### src/rtl/imem_loader_pkg.sv
// Shared types and stream-format constants for the instruction memory loader.
package imem_loader_pkg;

    typedef enum logic [2:0] {
        StIdle,
        StHdr0,
        StHdr1,
        StData,
        StCsum,
        StDone,
        StErr
    } loader_state_t;

    // Stream framing: 16-bit little-endian word count, payload, 8-bit sum.
    localparam int unsigned HDR_BYTES  = 2;
    localparam int unsigned CSUM_BYTES = 1;

    // Full-byte write mask (active-low bit enables).
    localparam logic [7:0] WEN_ALL_BYTES = 8'h00;

    // States in which the loader, not the core, drives the SRAM banks.
    function automatic logic loader_owns(loader_state_t s);
        return (s == StHdr0) || (s == StHdr1) || (s == StData) || (s == StCsum);
    endfunction

endpackage

### src/rtl/imem_port_mux.sv
// Per-lane SRAM port ownership mux: loader drive while loading, core passthrough otherwise.
module imem_port_mux #(
    parameter int unsigned ADDR_W = 9
) (
    input  logic              owned,
    input  logic              ld_cen,
    input  logic              ld_gwen,
    input  logic [7:0]        ld_wen,
    input  logic [ADDR_W-1:0] ld_a,
    input  logic [7:0]        ld_d,
    input  logic              cpu_cen,
    input  logic              cpu_gwen,
    input  logic [7:0]        cpu_wen,
    input  logic [ADDR_W-1:0] cpu_a,
    input  logic [7:0]        cpu_d,
    output logic              mem_cen,
    output logic              mem_gwen,
    output logic [7:0]        mem_wen,
    output logic [ADDR_W-1:0] mem_a,
    output logic [7:0]        mem_d
);

    // Select the bank driver; purely combinational so the core sees no added latency.
    always_comb begin
        mem_cen  = cpu_cen;
        mem_gwen = cpu_gwen;
        mem_wen  = cpu_wen;
        mem_a    = cpu_a;
        mem_d    = cpu_d;
        if (owned) begin
            mem_cen  = ld_cen;
            mem_gwen = ld_gwen;
            mem_wen  = ld_wen;
            mem_a    = ld_a;
            mem_d    = ld_d;
        end
    end

endmodule

### src/rtl/imem_loader.sv
// Byte-stream program loader for the banked instruction memory.
module imem_loader
    import imem_loader_pkg::*;
#(
    parameter int unsigned LANES     = 4,
    parameter int unsigned ADDR_W    = 9,
    parameter bit          AUTO_LOAD = 1'b1
) (
    input  logic              clk,
    input  logic              rst,
    input  logic              start,
    input  logic [7:0]        in_data,
    input  logic              in_valid,
    output logic              in_ready,
    output logic              cpu_hold,
    output logic              done,
    output logic              err,
    input  logic              CEN_cpu  [0:LANES-1],
    input  logic              GWEN_cpu [0:LANES-1],
    input  logic [7:0]        WEN_cpu  [0:LANES-1],
    input  logic [ADDR_W-1:0] A_cpu    [0:LANES-1],
    input  logic [7:0]        D_cpu    [0:LANES-1],
    output logic              CEN_mem  [0:LANES-1],
    output logic              GWEN_mem [0:LANES-1],
    output logic [7:0]        WEN_mem  [0:LANES-1],
    output logic [ADDR_W-1:0] A_mem    [0:LANES-1],
    output logic [7:0]        D_mem    [0:LANES-1]
);

    localparam int unsigned   LANE_W   = (LANES > 1) ? $clog2(LANES) : 1;
    localparam logic [LANE_W-1:0] LANE_MAX = LANE_W'(LANES - 1);
    localparam int unsigned   DEPTH    = 1 << ADDR_W;
    localparam loader_state_t RESET_ST = AUTO_LOAD ? StHdr0 : StIdle;

    loader_state_t     state_q;
    logic [LANE_W-1:0] lane_q;
    logic [ADDR_W:0]   addr_q;
    logic [7:0]        sum_q;
    logic [15:0]       count_q;
    logic [7:0]        hdr_lo_q;
    logic              cpu_hold_q;
    logic              done_q;
    logic              err_q;

    logic        owned;
    logic        accept;
    logic [15:0] hdr_n;
    logic        last_data;

    assign owned     = loader_owns(state_q);
    assign in_ready  = owned;
    assign accept    = in_valid && in_ready;
    assign hdr_n     = {in_data, hdr_lo_q};
    // Address counter is one bit wider so a full-depth image is representable.
    assign last_data = (lane_q == LANE_MAX) && ((32'(addr_q) + 32'd1) == 32'(count_q));

    assign cpu_hold = cpu_hold_q;
    assign done     = done_q;
    assign err      = err_q;

    // Load FSM, counters and registered status flags.
    always_ff @(posedge clk) begin
        if (!rst) begin
            state_q    <= RESET_ST;
            lane_q     <= '0;
            addr_q     <= '0;
            sum_q      <= '0;
            count_q    <= '0;
            hdr_lo_q   <= '0;
            cpu_hold_q <= AUTO_LOAD;
            done_q     <= 1'b0;
            err_q      <= 1'b0;
        end else begin
            // Status follows the state one edge later.
            cpu_hold_q <= (state_q != StIdle) && (state_q != StDone);
            done_q     <= (state_q == StDone);
            err_q      <= (state_q == StErr);
            case (state_q)
                StIdle, StDone, StErr: begin
                    if (start) begin
                        state_q <= StHdr0;
                        lane_q  <= '0;
                        addr_q  <= '0;
                        sum_q   <= '0;
                        count_q <= '0;
                    end
                end
                StHdr0: begin
                    if (accept) begin
                        hdr_lo_q <= in_data;
                        state_q  <= StHdr1;
                    end
                end
                StHdr1: begin
                    if (accept) begin
                        count_q <= hdr_n;
                        if (32'(hdr_n) > DEPTH) begin
                            state_q <= StErr;
                        end else if (hdr_n == 16'd0) begin
                            state_q <= StCsum;
                        end else begin
                            state_q <= StData;
                        end
                    end
                end
                StData: begin
                    if (accept) begin
                        sum_q <= sum_q + in_data;
                        if (lane_q == LANE_MAX) begin
                            lane_q <= '0;
                            addr_q <= addr_q + {{ADDR_W{1'b0}}, 1'b1};
                        end else begin
                            lane_q <= lane_q + LANE_W'(1);
                        end
                        if (last_data) begin
                            state_q <= StCsum;
                        end
                    end
                end
                StCsum: begin
                    if (accept) begin
                        state_q <= (in_data == sum_q) ? StDone : StErr;
                    end
                end
                default: state_q <= RESET_ST;
            endcase
        end
    end

    for (genvar l = 0; l < LANES; l++) begin : g_lane
        logic ld_sel;
        // Only the lane addressed by the accepted data byte is enabled.
        assign ld_sel = (state_q == StData) && accept && (lane_q == LANE_W'(l));

        imem_port_mux #(
            .ADDR_W(ADDR_W)
        ) u_mux (
            .owned    (owned),
            .ld_cen   (!ld_sel),
            .ld_gwen  (!ld_sel),
            .ld_wen   (WEN_ALL_BYTES),
            .ld_a     (addr_q[ADDR_W-1:0]),
            .ld_d     (in_data),
            .cpu_cen  (CEN_cpu[l]),
            .cpu_gwen (GWEN_cpu[l]),
            .cpu_wen  (WEN_cpu[l]),
            .cpu_a    (A_cpu[l]),
            .cpu_d    (D_cpu[l]),
            .mem_cen  (CEN_mem[l]),
            .mem_gwen (GWEN_mem[l]),
            .mem_wen  (WEN_mem[l]),
            .mem_a    (A_mem[l]),
            .mem_d    (D_mem[l])
        );
    end

endmodule

### config.mk
export PLATFORM = sky130hd
export DESIGN_NAME = imem_loader
export DESIGN_NICKNAME = d
export VERILOG_FILES = /design/src/rtl/imem_loader_pkg.sv /design/src/rtl/imem_port_mux.sv /design/src/rtl/imem_loader.sv
export SDC_FILE = /design/constraint.sdc
export NUM_CORES = 1
export LEC_CHECK = 0
export CORE_MARGIN = 5
export CORE_UTILIZATION = 57
export CTS_BUF_LIST = sky130_fd_sc_hd__clkbuf_8
export DETAILED_ROUTE_END_ITERATION = 12
export DONT_BUFFER_PORTS = 1
export PLACE_DENSITY = 0.75
export SYNTH_ARGS = -nofsm -noshare
export SYNTH_HDL_FRONTEND = slang
export SYNTH_SLANG_ARGS = --single-unit
### constraint.sdc
create_clock -name clk -period 1.95 [get_ports clk]
set_input_delay 0.2925 -clock clk [delete_from_list [all_inputs] [get_ports clk]]
set_output_delay 0.2925 -clock clk [all_outputs]
set_load 0.05 [all_outputs]
==> impl_metrics.json, run 1 <==
{
  "synth.area.top_cells": "dfxtp_1, nand2_1, a21oi_1",
  "hpwlAfterDp_um": 13800,
  "ys_types": 59,
  "std_cell_rows": 29,
  "synth_fa_ha_area_frac": 0.0444,
  "synth-seq-cells": 50,
  "synth_compound_area_frac": 0.175,
  "yosysWarnings": 0,
  "post_cts_buffers": 11,
  "flow.stopped_at": "clock tree synthesis",
  "syn_area_um2": 3830,
  "yosysSeqAreaShare": 0.261,
  "yosysMostFrequentCell": "nand2_1",
  "tool.error": "[ERROR DPL-0038] Utilization greater than 100%, impossible to legalize",
  "synth_xor_area_frac": 0.0366,
  "start_util": 0.593,
  "synth.avg_cell_area_um2": 6.50,
  "ioPinCount": 232,
  "cts_buffers": 5,
  "synth_largest_area_cell": "dfxtp_1",
  "die_h_um": 92.0,
  "muxShareOfSynthArea": 0.00523,
  "status": "stopped before the end",
  "placedCellCount": 771,
  "dp_slack_ns": -0.221,
  "io_buffers": 0,
  "fp.dieW_um": 92.0,
  "gp_congestion": 1.00,
  "htreeDepth": 2,
  "synth_top_area_frac": 0.261,
  "synthSimpleGateAreaFrac": 0.416,
  "synth-main-ff-cell": "dfxtp_1",
  "synthCells": 589,
  "cts_root_buf": "clkbuf_8",
  "cts.path.max_buffers": 2,
  "cts_resized": 239,
  "synth_top_family_by_area": "simple AND/OR/NAND/NOR gates",
  "synth_edf_count": 0,
  "hold_buffers": 0,
  "clkSinkCount": 50,
  "ys_async_sr_fraction": 0,
  "synth_nets": 722,
  "synth_common_cells": "nand2_1, a21oi_1, dfxtp_1, nor2_1, and2_1"
}
logic make-up after synthesis:
kind of cell | Yosys count
buffers and inverters | 52
AND/OR/NAND/NOR | 348
multiplexers | 2
flip-flops | 50
XOR/XNOR | 16
adder cells (fa/ha/maj) | 13
AO/OA/AOI/OAI | 108
per-stage QoR:
stage	utilization	instance area, µm²
floorplan	-	4130
detailed placement	0.853	5510
global placement	0.853	5510
==> inputs of run 2 (changes only) <==
--- a/config.mk
+++ b/config.mk
@@ -6,11 +6,10 @@
 export NUM_CORES = 1
 export LEC_CHECK = 0
 export CORE_MARGIN = 5
-export CORE_UTILIZATION = 57
-export CTS_BUF_LIST = sky130_fd_sc_hd__clkbuf_8
+export CORE_UTILIZATION = 40
 export DETAILED_ROUTE_END_ITERATION = 12
 export DONT_BUFFER_PORTS = 1
-export PLACE_DENSITY = 0.75
+export PLACE_DENSITY_LB_ADDON = 0.15
 export SYNTH_ARGS = -nofsm -noshare
 export SYNTH_HDL_FRONTEND = slang
 export SYNTH_SLANG_ARGS = --single-unit
==> constraint.sdc (replaced) <==
create_clock -name clk -period 2.55 [get_ports clk]
set_input_delay 0.3825 -clock clk [delete_from_list [all_inputs] [get_ports clk]]
set_output_delay 0.3825 -clock clk [all_outputs]
set_load 0.05 [all_outputs]
==> run 2 against run 1 <==
The run now ends clean. Synthesized area unchanged. Synthesized cell count unchanged.
==> impl_metrics.json, run 2 <==
{
  "status": "completed",
  "start_util": 0.412,
  "fp.dieW_um": 108,
  "min_period_ns": 2.44,
  "post_dp_cell_area_um2": 5160,
  "synth-main-ff-cell": "dfxtp_1",
  "finalCritPeriodShare": 0.956,
  "tightest_slew_ns": 0.989,
  "area_growth_pct": 38.3,
  "std_cell_rows": 35,
  "synthCells": 589,
  "power.density_nw_per_um2": 982,
  "dr_total_vias": 4630,
  "synth_largest_area_cell": "dfxtp_1",
  "setup_viol": 0,
  "clkSinkCount": 50,
  "syn_area_um2": 3830,
  "hpwlAfterDp_um": 15600,
  "grt_usage": 0.315,
  "drtIter0Drc": 434,
  "synth_nets": 722,
  "ioPinCount": 232,
  "layout_commonest_cell": "nand2_1",
  "die_h_um": 108,
  "grt_pass1_vias": 4422,
  "grt_first_pass_wirelength_um": 27400,
  "gp_congestion": 0.985,
  "fillers": 914,
  "yosysWarnings": 0,
  "cts_buffers": 5,
  "setup_slack_ns": 0.112,
  "antenna_found_initial": 12,
  "layout.nets": 811,
  "die-area_um2": 11600,
  "worstPathCellList": "nor2_2, xor2_4, clkinv_1, buf_4, nand2_1, nand2_1, buf_4",
  "placedCellCount": 800,
  "cpMaxStageDelayCell": "dfxtp_1",
  "finalWirelength_um": 18900,
  "synth_top_area_frac": 0.261,
  "crit_path_end_kind": "output pin",
  "fin_tns_setup_ns": 0,
  "largest_register_ff_count": 16,
  "peakVddDrop_uv": 585,
  "p_leak_nw": 2.38,
  "core_area_um2": 9280,
  "crit_family": "simple AND/OR/NAND/NOR gates",
  "synth-seq-cells": 50,
  "post_drt_wl_per_cell_um": 23.2,
  "regMostFlops": "count_q",
  "cp-start-kind": "flip-flop",
  "slew_violations": 0,
  "fin_worst_skew_ns": 0.0159,
  "worstHoldPathType": "input pin to flip-flop",
  "cts.path.max_buffers": 2,
  "io_buffers": 0,
  "post-route-drc-count": 0,
  "dp_slack_ns": 0.328,
  "ys_types": 59,
  "final_cell_mix": "nand2_1, buf_4, a21oi_1, dfxtp_1, nor2_1",
  "vias_per_cell": 5.69,
  "htreeDepth": 2,
  "maxCapViolations": 0,
  "clock_latency_ns": 0.32,
  "dr.pass1.iters": 5,
  "synth_edf_count": 0,
  "clk_pin_slew_ns": 0.09,
  "synth.avg_cell_area_um2": 6.50,
  "maxSlewHeadroom": 0.341,
  "hold_viol_final": 0,
  "ant_nets": 0,
  "fin_area_um2": 5300,
  "critical_path_arrival_ns": 2.06,
  "fmax_ghz": 0.410,
  "yosysMostFrequentCell": "nand2_1",
  "cts_root_buf": "clkbuf_8",
  "slowest_delay_ns": 0.33,
  "synth_common_cells": "nand2_1, a21oi_1, dfxtp_1, nor2_1, and2_1",
  "ys_async_sr_fraction": 0,
  "top_regs": "count_q (16), addr_q (10)",
  "overflow": 0,
  "path_max_fanout": 26,
  "rsz0062_at_grt": "no",
  "required_ns": 2.17,
  "synth.area.top_cells": "dfxtp_1, nand2_1, a21oi_1",
  "yosysSeqAreaShare": 0.261,
  "layout-drive-gt1-share": 0.212,
  "final_cell_count_no_fill": 814,
  "grt_max_degree": 101,
  "path_buf_inv": 3,
  "tritoncts": "done",
  "worstSetupPathType": "flip-flop to output pin",
  "utilization": 0.570
}
run 2: cell counts after synthesis:
No cell type changed its count.
run 2: path summary, 6_finish.rpt:
| path | depth (start not counted) | from | slack [ns] | to |
|---|---|---|---|---|
| max reg2reg | 7 | addr_q[1] | 0.27 | state_q[2] |
| max | 7 | state_q[0] | 0.11 | D_mem[13] |
| min | 1 | rst | 0.16 | state_q[0] |
| min reg2reg | 2 | count_q[13] | 0.46 | count_q[13] |
run 2: metal layers:
metal  routed length (µm)  share of wire  global-route usage
met1                 7190           0.38               0.384
met2                 9300           0.49               0.530
met3                 1850          0.098               0.101
met5                    0              0                   0
met4                  563          0.030              0.0875
run 2: through the flow:
stage               hold WS [ns]  power (mW)
global route               0.161        5.41
global placement           0.440        4.58
finish                     0.164        5.20
CTS                        0.166        5.19
detailed placement         0.452        4.61
floorplan                  0.432        3.32
run 2: kinds of logic (layout without fill, tap and decap cells):
family | after synthesis | after routing | synth area share
simple gates | 348 | 348 | 0.416
compound gates | 108 | 108 | 0.175
buf+inv | 52 | 142 | 0.0608
flops | 50 | 50 | 0.261
xor+xnor | 16 | 16 | 0.0366
fa+ha+maj | 13 | 13 | 0.0444
mux | 2 | 2 | 0.00523
other cells | 0 | 6 | 0
run 2: area by class of cell:
cell class / instances / area [µm²] / area share
diodes: 6 / 15.0 / 0.00284
clock buffers: 5 / 68.8 / 0.0130
clock inverters: 3 / 43.8 / 0.00827
inverters: 8 / 30.0 / 0.00567
multi-input cells: 487 / 2620 / 0.494
flip-flops and latches: 50 / 1000 / 0.189
well taps: 129 / 161 / 0.0305
repair buffers: 126 / 1360 / 0.257
run 2: timing repair:
action / CTS / global route
hold endpoints to repair: 0 / 0
gates resized for setup: 0 / 1
setup endpoints to repair: 0 / 1
hold buffers: 0 / 0
buffers inserted: 0 / 0
run 2: power by group:
part | total (mW) | switching (mW) | internal [mW] | leakage (nW)
clock | 0.591 | 0.297 | 0.295 | 0.0586
combinational | 3.70 | 2.57 | 1.13 | 1.92
sequential | 0.913 | 0.0655 | 0.847 | 0.405
total | 5.20 | 2.93 | 2.27 | 2.38
Power figures use the tool's default switching activity.
==> inputs of run 3 (changes only) <==
--- a/config.mk
+++ b/config.mk
@@ -5,11 +5,13 @@
 export SDC_FILE = /design/constraint.sdc
 export NUM_CORES = 1
 export LEC_CHECK = 0
+export CORE_ASPECT_RATIO = 1.4
 export CORE_MARGIN = 5
 export CORE_UTILIZATION = 40
 export DETAILED_ROUTE_END_ITERATION = 12
 export DONT_BUFFER_PORTS = 1
 export PLACE_DENSITY_LB_ADDON = 0.15
+export SETUP_SLACK_MARGIN = 0.05
 export SYNTH_ARGS = -nofsm -noshare
 export SYNTH_HDL_FRONTEND = slang
 export SYNTH_SLANG_ARGS = --single-unit
==> run 3 against run 2 <==
Non-clock buffer count increased by 1. Die area increased by 0.24%. First-iteration DRC count decreased by 2.1%. Critical path depth unchanged. Combinational power decreased by 3%.
==> impl_metrics.json, run 3 (synthesis gave the netlist of run 2 again) <==
{
  "required_ns": 2.76,
  "reg2reg_depth": 7,
  "min_path_cells": 1,
  "post_dp_cell_area_um2": 5150,
  "cts_root_buf": "clkbuf_16",
  "hold_path_end": "cpu_hold",
  "std_cell_rows": 42,
  "hold_start": "rst",
  "layout-drive-gt1-share": 0.213,
  "post-route-drc-count": 0,
  "fin_worst_skew_ns": 0.00512,
  "io_buffers": 0,
  "power.density_nw_per_um2": 977,
  "clkSinkCount": 50,
  "regMostFlops": "count_q",
  "worstSetupPathType": "flip-flop to flip-flop",
  "maxSlewHeadroom": 0.628,
  "rrSetupSlack_ns": 0.20,
  "tightest_slew_ns": 0.551,
  "final_cell_count_no_fill": 790,
  "top_regs": "count_q (16), addr_q (10)",
  "dr.pass1.iters": 6,
  "antenna_found_initial": 0,
  "grt_max_degree": 79,
  "maxCapViolations": 0,
  "r2r-end": "state_q[2]",
  "multiInputGateArea_um2": 2620,
  "post_drt_wl_per_cell_um": 18.4,
  "largest_register_ff_count": 16,
  "ant_nets": 0,
  "gp_congestion": 0.966,
  "tritoncts": "done",
  "setup_viol": 0,
  "rr_startpoint": "addr_q[1]",
  "p_leak_nw": 2.40,
  "core_area_um2": 9410,
  "overflow": 0,
  "utilization": 0.563,
  "status": "completed",
  "critical_path_arrival_ns": 2.56,
  "start_util": 0.407,
  "layout_commonest_cell": "nand2_1",
  "clock_latency_ns": 0.29,
  "layout.nets": 812,
  "fmax_ghz": 0.425,
  "num_antenna_cells": 0,
  "cp-start-kind": "flip-flop",
  "whs_ns": 0.190,
  "clk_pin_slew_ns": 0.07,
  "fin_area_um2": 5300,
  "hold_viol_final": 0,
  "cts.path.max_buffers": 2,
  "htreeDepth": 2,
  "grt_usage": 0.239,
  "fp.dieW_um": 92.7,
  "fin_tns_setup_ns": 0,
  "drtIter0Drc": 425,
  "ioPinCount": 232,
  "worstHoldPathType": "input pin to flip-flop",
  "min_period_ns": 2.35,
  "die_h_um": 126,
  "finalCritPeriodShare": 0.922,
  "slew_violations": 0,
  "grt_first_pass_wirelength_um": 22700,
  "finalWirelength_um": 14500,
  "placedCellCount": 782,
  "rsz0062_at_grt": "no",
  "peakVddDrop_uv": 793,
  "fillers": 846,
  "cts_buffers": 5,
  "dr_total_vias": 4531,
  "final_cell_mix": "nand2_1, buf_4, a21oi_1, dfxtp_1, nor2_1",
  "hpwlAfterDp_um": 11700,
  "seq_area_um2": 1000,
  "path_max_fanout": 6,
  "area_growth_pct": 38.4,
  "die-area_um2": 11700,
  "vias_per_cell": 5.74,
  "crit_path_end_kind": "flip-flop",
  "grt_pass1_vias": 4432
}
## run 3: cell types whose count changed in the layout (fill, tap and decap cells not counted)
cell | before | now
clkinv_2 | 1 | 0
bufinv_16 | 1 | 0
clkbuf_8 | 5 | 0
clkbuf_16 | 0 | 5
buf_4 | 93 | 94
clkinvlp_4 | 0 | 2
diode_2 | 6 | 0
## run 3: critical path, stage by stage, from the launching register on
cell and delay (ns):
dfxtp_1 0.43, ha_1 0.30, nand2b_1 0.10, or2_2 0.28
a311oi_1 0.27, o2111ai_1 0.21, or4b_1 0.51, a31oi_1 0.17
## run 3: final cells by class
type	instances	area share
timing repair buffer	127	0.258
multi-input combinational	487	0.494
sequential	50	0.189
inverter	8	0.00567
clock inverter	3	0.00449
clock buffer	5	0.0236
tap	110	0.0260
## run 3: per-stage QoR
| stage | total power, mW | setup slack [ns] |
|---|---|---|
| 2_1_floorplan | 3.32 | 0.173 |
| 3_3_place_gp | 4.48 | 0.383 |
| 3_5_place_dp | 4.52 | 0.279 |
| 4_1_cts | 5.20 | 0.130 |
| 5_1_grt | 5.43 | 0.0622 |
| 6_report | 5.18 | 0.199 |
## run 3: power by group
group | internal, mW | leakage (nW) | switching (mW)
logic | 1.14 | 1.92 | 2.45
registers | 0.847 | 0.405 | 0.0678
clock network | 0.367 | 0.0664 | 0.308
## run 3: worst max path at each step
stage               startpoint          to  cells past startpoint
floorplan           state_q[2]  WEN_mem[5]                      6
global placement     addr_q[4]  state_q[2]                      6
detailed placement   addr_q[1]  state_q[2]                      7
CTS                 state_q[0]    D_mem[8]                      7
global route         addr_q[1]  state_q[2]                      7
finish               addr_q[1]  state_q[2]                      7
## run 3: timing repair
item                                    in CTS  in global routing
endpoints found under the setup margin       0                  1
hold endpoints to repair                     0                  0
setup buffers                                0                  0
hold buffers                                 0                  0
resized for setup                            0                  1
## run 3: per-layer routing
metal	routed length (µm)	vias to the layer above	GRT usage	part of all wire
li1	-	2161	-	-
met5	0	-	0	0
met3	1300	20	0.0495	0.089
met4	290	0	0.0664	0.020
met2	7460	281	0.434	0.51
met1	5480	2069	0.281	0.38
==> inputs of run 4 (changes only) <==
--- a/config.mk
+++ b/config.mk
@@ -11,6 +11,7 @@
 export DETAILED_ROUTE_END_ITERATION = 12
 export DONT_BUFFER_PORTS = 1
 export PLACE_DENSITY_LB_ADDON = 0.15
+export REMOVE_ABC_BUFFERS = 1
 export SETUP_SLACK_MARGIN = 0.05
 export SYNTH_ARGS = -nofsm -noshare
 export SYNTH_HDL_FRONTEND = slang
==> run 4 against run 3 <==
Via count shrank 3.2%. Worst setup slack lost 0.073 ns. Critical endpoint is now GWEN_mem[0]. Total power grew 2.5%. First-iteration DRC count shrank 36%. Non-clock buffer count shrank 1. Maximum frequency shrank 3.0%. Core utilization grew 0.29 points. Sequential share of layout area shrank 0.098 points. Die area is the same.
==> impl_metrics.json, run 4 (synthesis gave the netlist of run 2 again) <==
{
  "htreeDepth": 2,
  "slew_violations": 0,
  "fin_tns_setup_ns": 0,
  "p_leak_nw": 2.41,
  "critical_path_arrival_ns": 2.04,
  "dr.pass1.iters": 4,
  "final_cell_mix": "nand2_1, buf_4, a21oi_1, dfxtp_1, nor2_1",
  "fp.dieW_um": 92.7,
  "rrSetupSlack_ns": 0.20,
  "min_period_ns": 2.42,
  "post-route-drc-count": 0,
  "slowest_delay_ns": 0.57,
  "path_max_fanout": 15,
  "worstSetupPathType": "flip-flop to output pin",
  "antenna_found_initial": 1,
  "seq_area_um2": 1000,
  "core_area_um2": 9410,
  "fmax_ghz": 0.413,
  "dr_total_vias": 4388,
  "die_h_um": 126,
  "cp-start-kind": "flip-flop",
  "cts.path.max_buffers": 2,
  "crit_end": "GWEN_mem[0]",
  "io_buffers": 0,
  "maxSlewHeadroom": 0.627,
  "finalCritPeriodShare": 0.950,
  "clkSinkCount": 50,
  "gp_congestion": 0.860,
  "area_growth_pct": 39.2,
  "cpMaxStageDelayCell": "dfxtp_1",
  "reg2reg_depth": 7,
  "drtIter0Drc": 273,
  "tightest_slew_ns": 0.552,
  "power.density_nw_per_um2": 996,
  "tritoncts": "done",
  "start_util": 0.407,
  "grt_first_pass_wirelength_um": 20800,
  "r2r-end": "state_q[2]",
  "finalWirelength_um": 13100,
  "whs_ns": 0.184,
  "hpwlAfterDp_um": 10500,
  "layout_commonest_cell": "nand2_1",
  "hold_buffers": 0,
  "std_cell_rows": 42,
  "die-area_um2": 11700,
  "rr_startpoint": "addr_q[1]",
  "overflow": 0,
  "fin_worst_skew_ns": 0.00258,
  "post_drt_wl_per_cell_um": 16.6,
  "vias_per_cell": 5.55,
  "ioPinCount": 232,
  "setup.worst_path.start": "state_q[2]",
  "cts_root_buf": "clkbuf_16",
  "clk_pin_slew_ns": 0.07,
  "largest_register_ff_count": 16,
  "ant_nets": 0,
  "grt_usage": 0.216,
  "grt_pass1_vias": 4442,
  "required_ns": 2.17,
  "top_regs": "count_q (16), addr_q (10)",
  "regMostFlops": "count_q",
  "worstPathCellList": "nand2b_1, nor2_2, nand2_1, o21a_1",
  "status": "completed",
  "clock_latency_ns": 0.29,
  "layout-drive-gt1-share": 0.212,
  "worstHoldPathType": "input pin to flip-flop",
  "rsz0062_at_grt": "yes",
  "hold_viol_final": 0,
  "maxCapViolations": 0,
  "fillers": 911,
  "layout.nets": 811,
  "cts_buffers": 5,
  "multiInputGateArea_um2": 2620,
  "crit_path_end_kind": "output pin",
  "setup_viol": 0,
  "grt_max_degree": 57,
  "peakVddDrop_uv": 510
}
run 4: cell types whose count changed in the layout (fill, tap and decap cells not counted):
cell,previous run,this run
buf_12,33,32
ha_2,0,1
nor2_2,2,1
diode_2,0,1
nor2_1,37,38
inv_6,1,0
clkinvlp_4,2,0
clkinv_4,0,1
ha_1,12,11
bufinv_16,0,2
run 4: cell type report:
cell class                      instances  share of cell area
Tap cell                              110              0.0258
Multi-Input combinational cell        487               0.491
Inverter                                8             0.00564
Antenna cell                            1            0.000470
Sequential cell                        50               0.188
Timing Repair Buffer                  126               0.253
Clock buffer                            5              0.0235
Clock inverter                          3              0.0129
run 4: critical path: cells and delay by family, from the launching register on:
kind	cells	cell delay (ns)
compound gates	1	0.51
flops	1	0.57
simple gates	3	0.68
run 4: what timing repair did:
action / in CTS / in global routing
hold endpoints to repair: 0 / 0
resized for setup: 0 / 1
setup endpoints to repair: 0 / 3
setup buffers: 0 / 0
run 4: per-stage QoR:
| stage | power, mW | std cells | setup WS, ns | utilization | instance area (µm²) |
|---|---|---|---|---|---|
| 2_1_floorplan | 3.25 | 545 | -4.53 | - | 3630 |
| 3_3_place_gp | 4.43 | 781 | 0.281 | 0.545 | 5130 |
| 3_5_place_dp | 4.47 | 781 | 0.217 | 0.545 | 5130 |
| 4_1_cts | 5.34 | 789 | 0.105 | 0.566 | 5320 |
| 5_1_grt | 5.58 | 790 | -0.00913 | 0.566 | 5330 |
| 6_report | 5.31 | 790 | 0.126 | 0.566 | 5330 |
run 4: per-layer routing:
layer | up-vias | routed length (µm) | GRT usage
li1 | 2168 | - | -
met4 | 0 | 197 | 0.0569
met3 | 16 | 1000 | 0.0430
met1 | 2012 | 4760 | 0.232
met2 | 192 | 7130 | 0.421
met5 | - | 0 | 0
run 4: worst min-delay path by stage:
stage	start	end	slack [ns]	depth (start not counted)
after CTS	rst	state_q[0]	0.18	1
after floorplan	count_q[14]	count_q[14]	0.43	2
after detailed placement	count_q[11]	count_q[11]	0.45	2
after global placement	count_q[11]	count_q[11]	0.44	2
after global routing	rst	state_q[0]	0.18	1
final	rst	cpu_hold	0.18	1
run 4: where the power goes:
group | internal (mW) | total (mW) | switching, mW | leakage, nW
clock network | 0.564 | 0.867 | 0.303 | 0.0940
registers | 0.847 | 0.907 | 0.0600 | 0.405
logic | 1.13 | 3.53 | 2.41 | 1.91
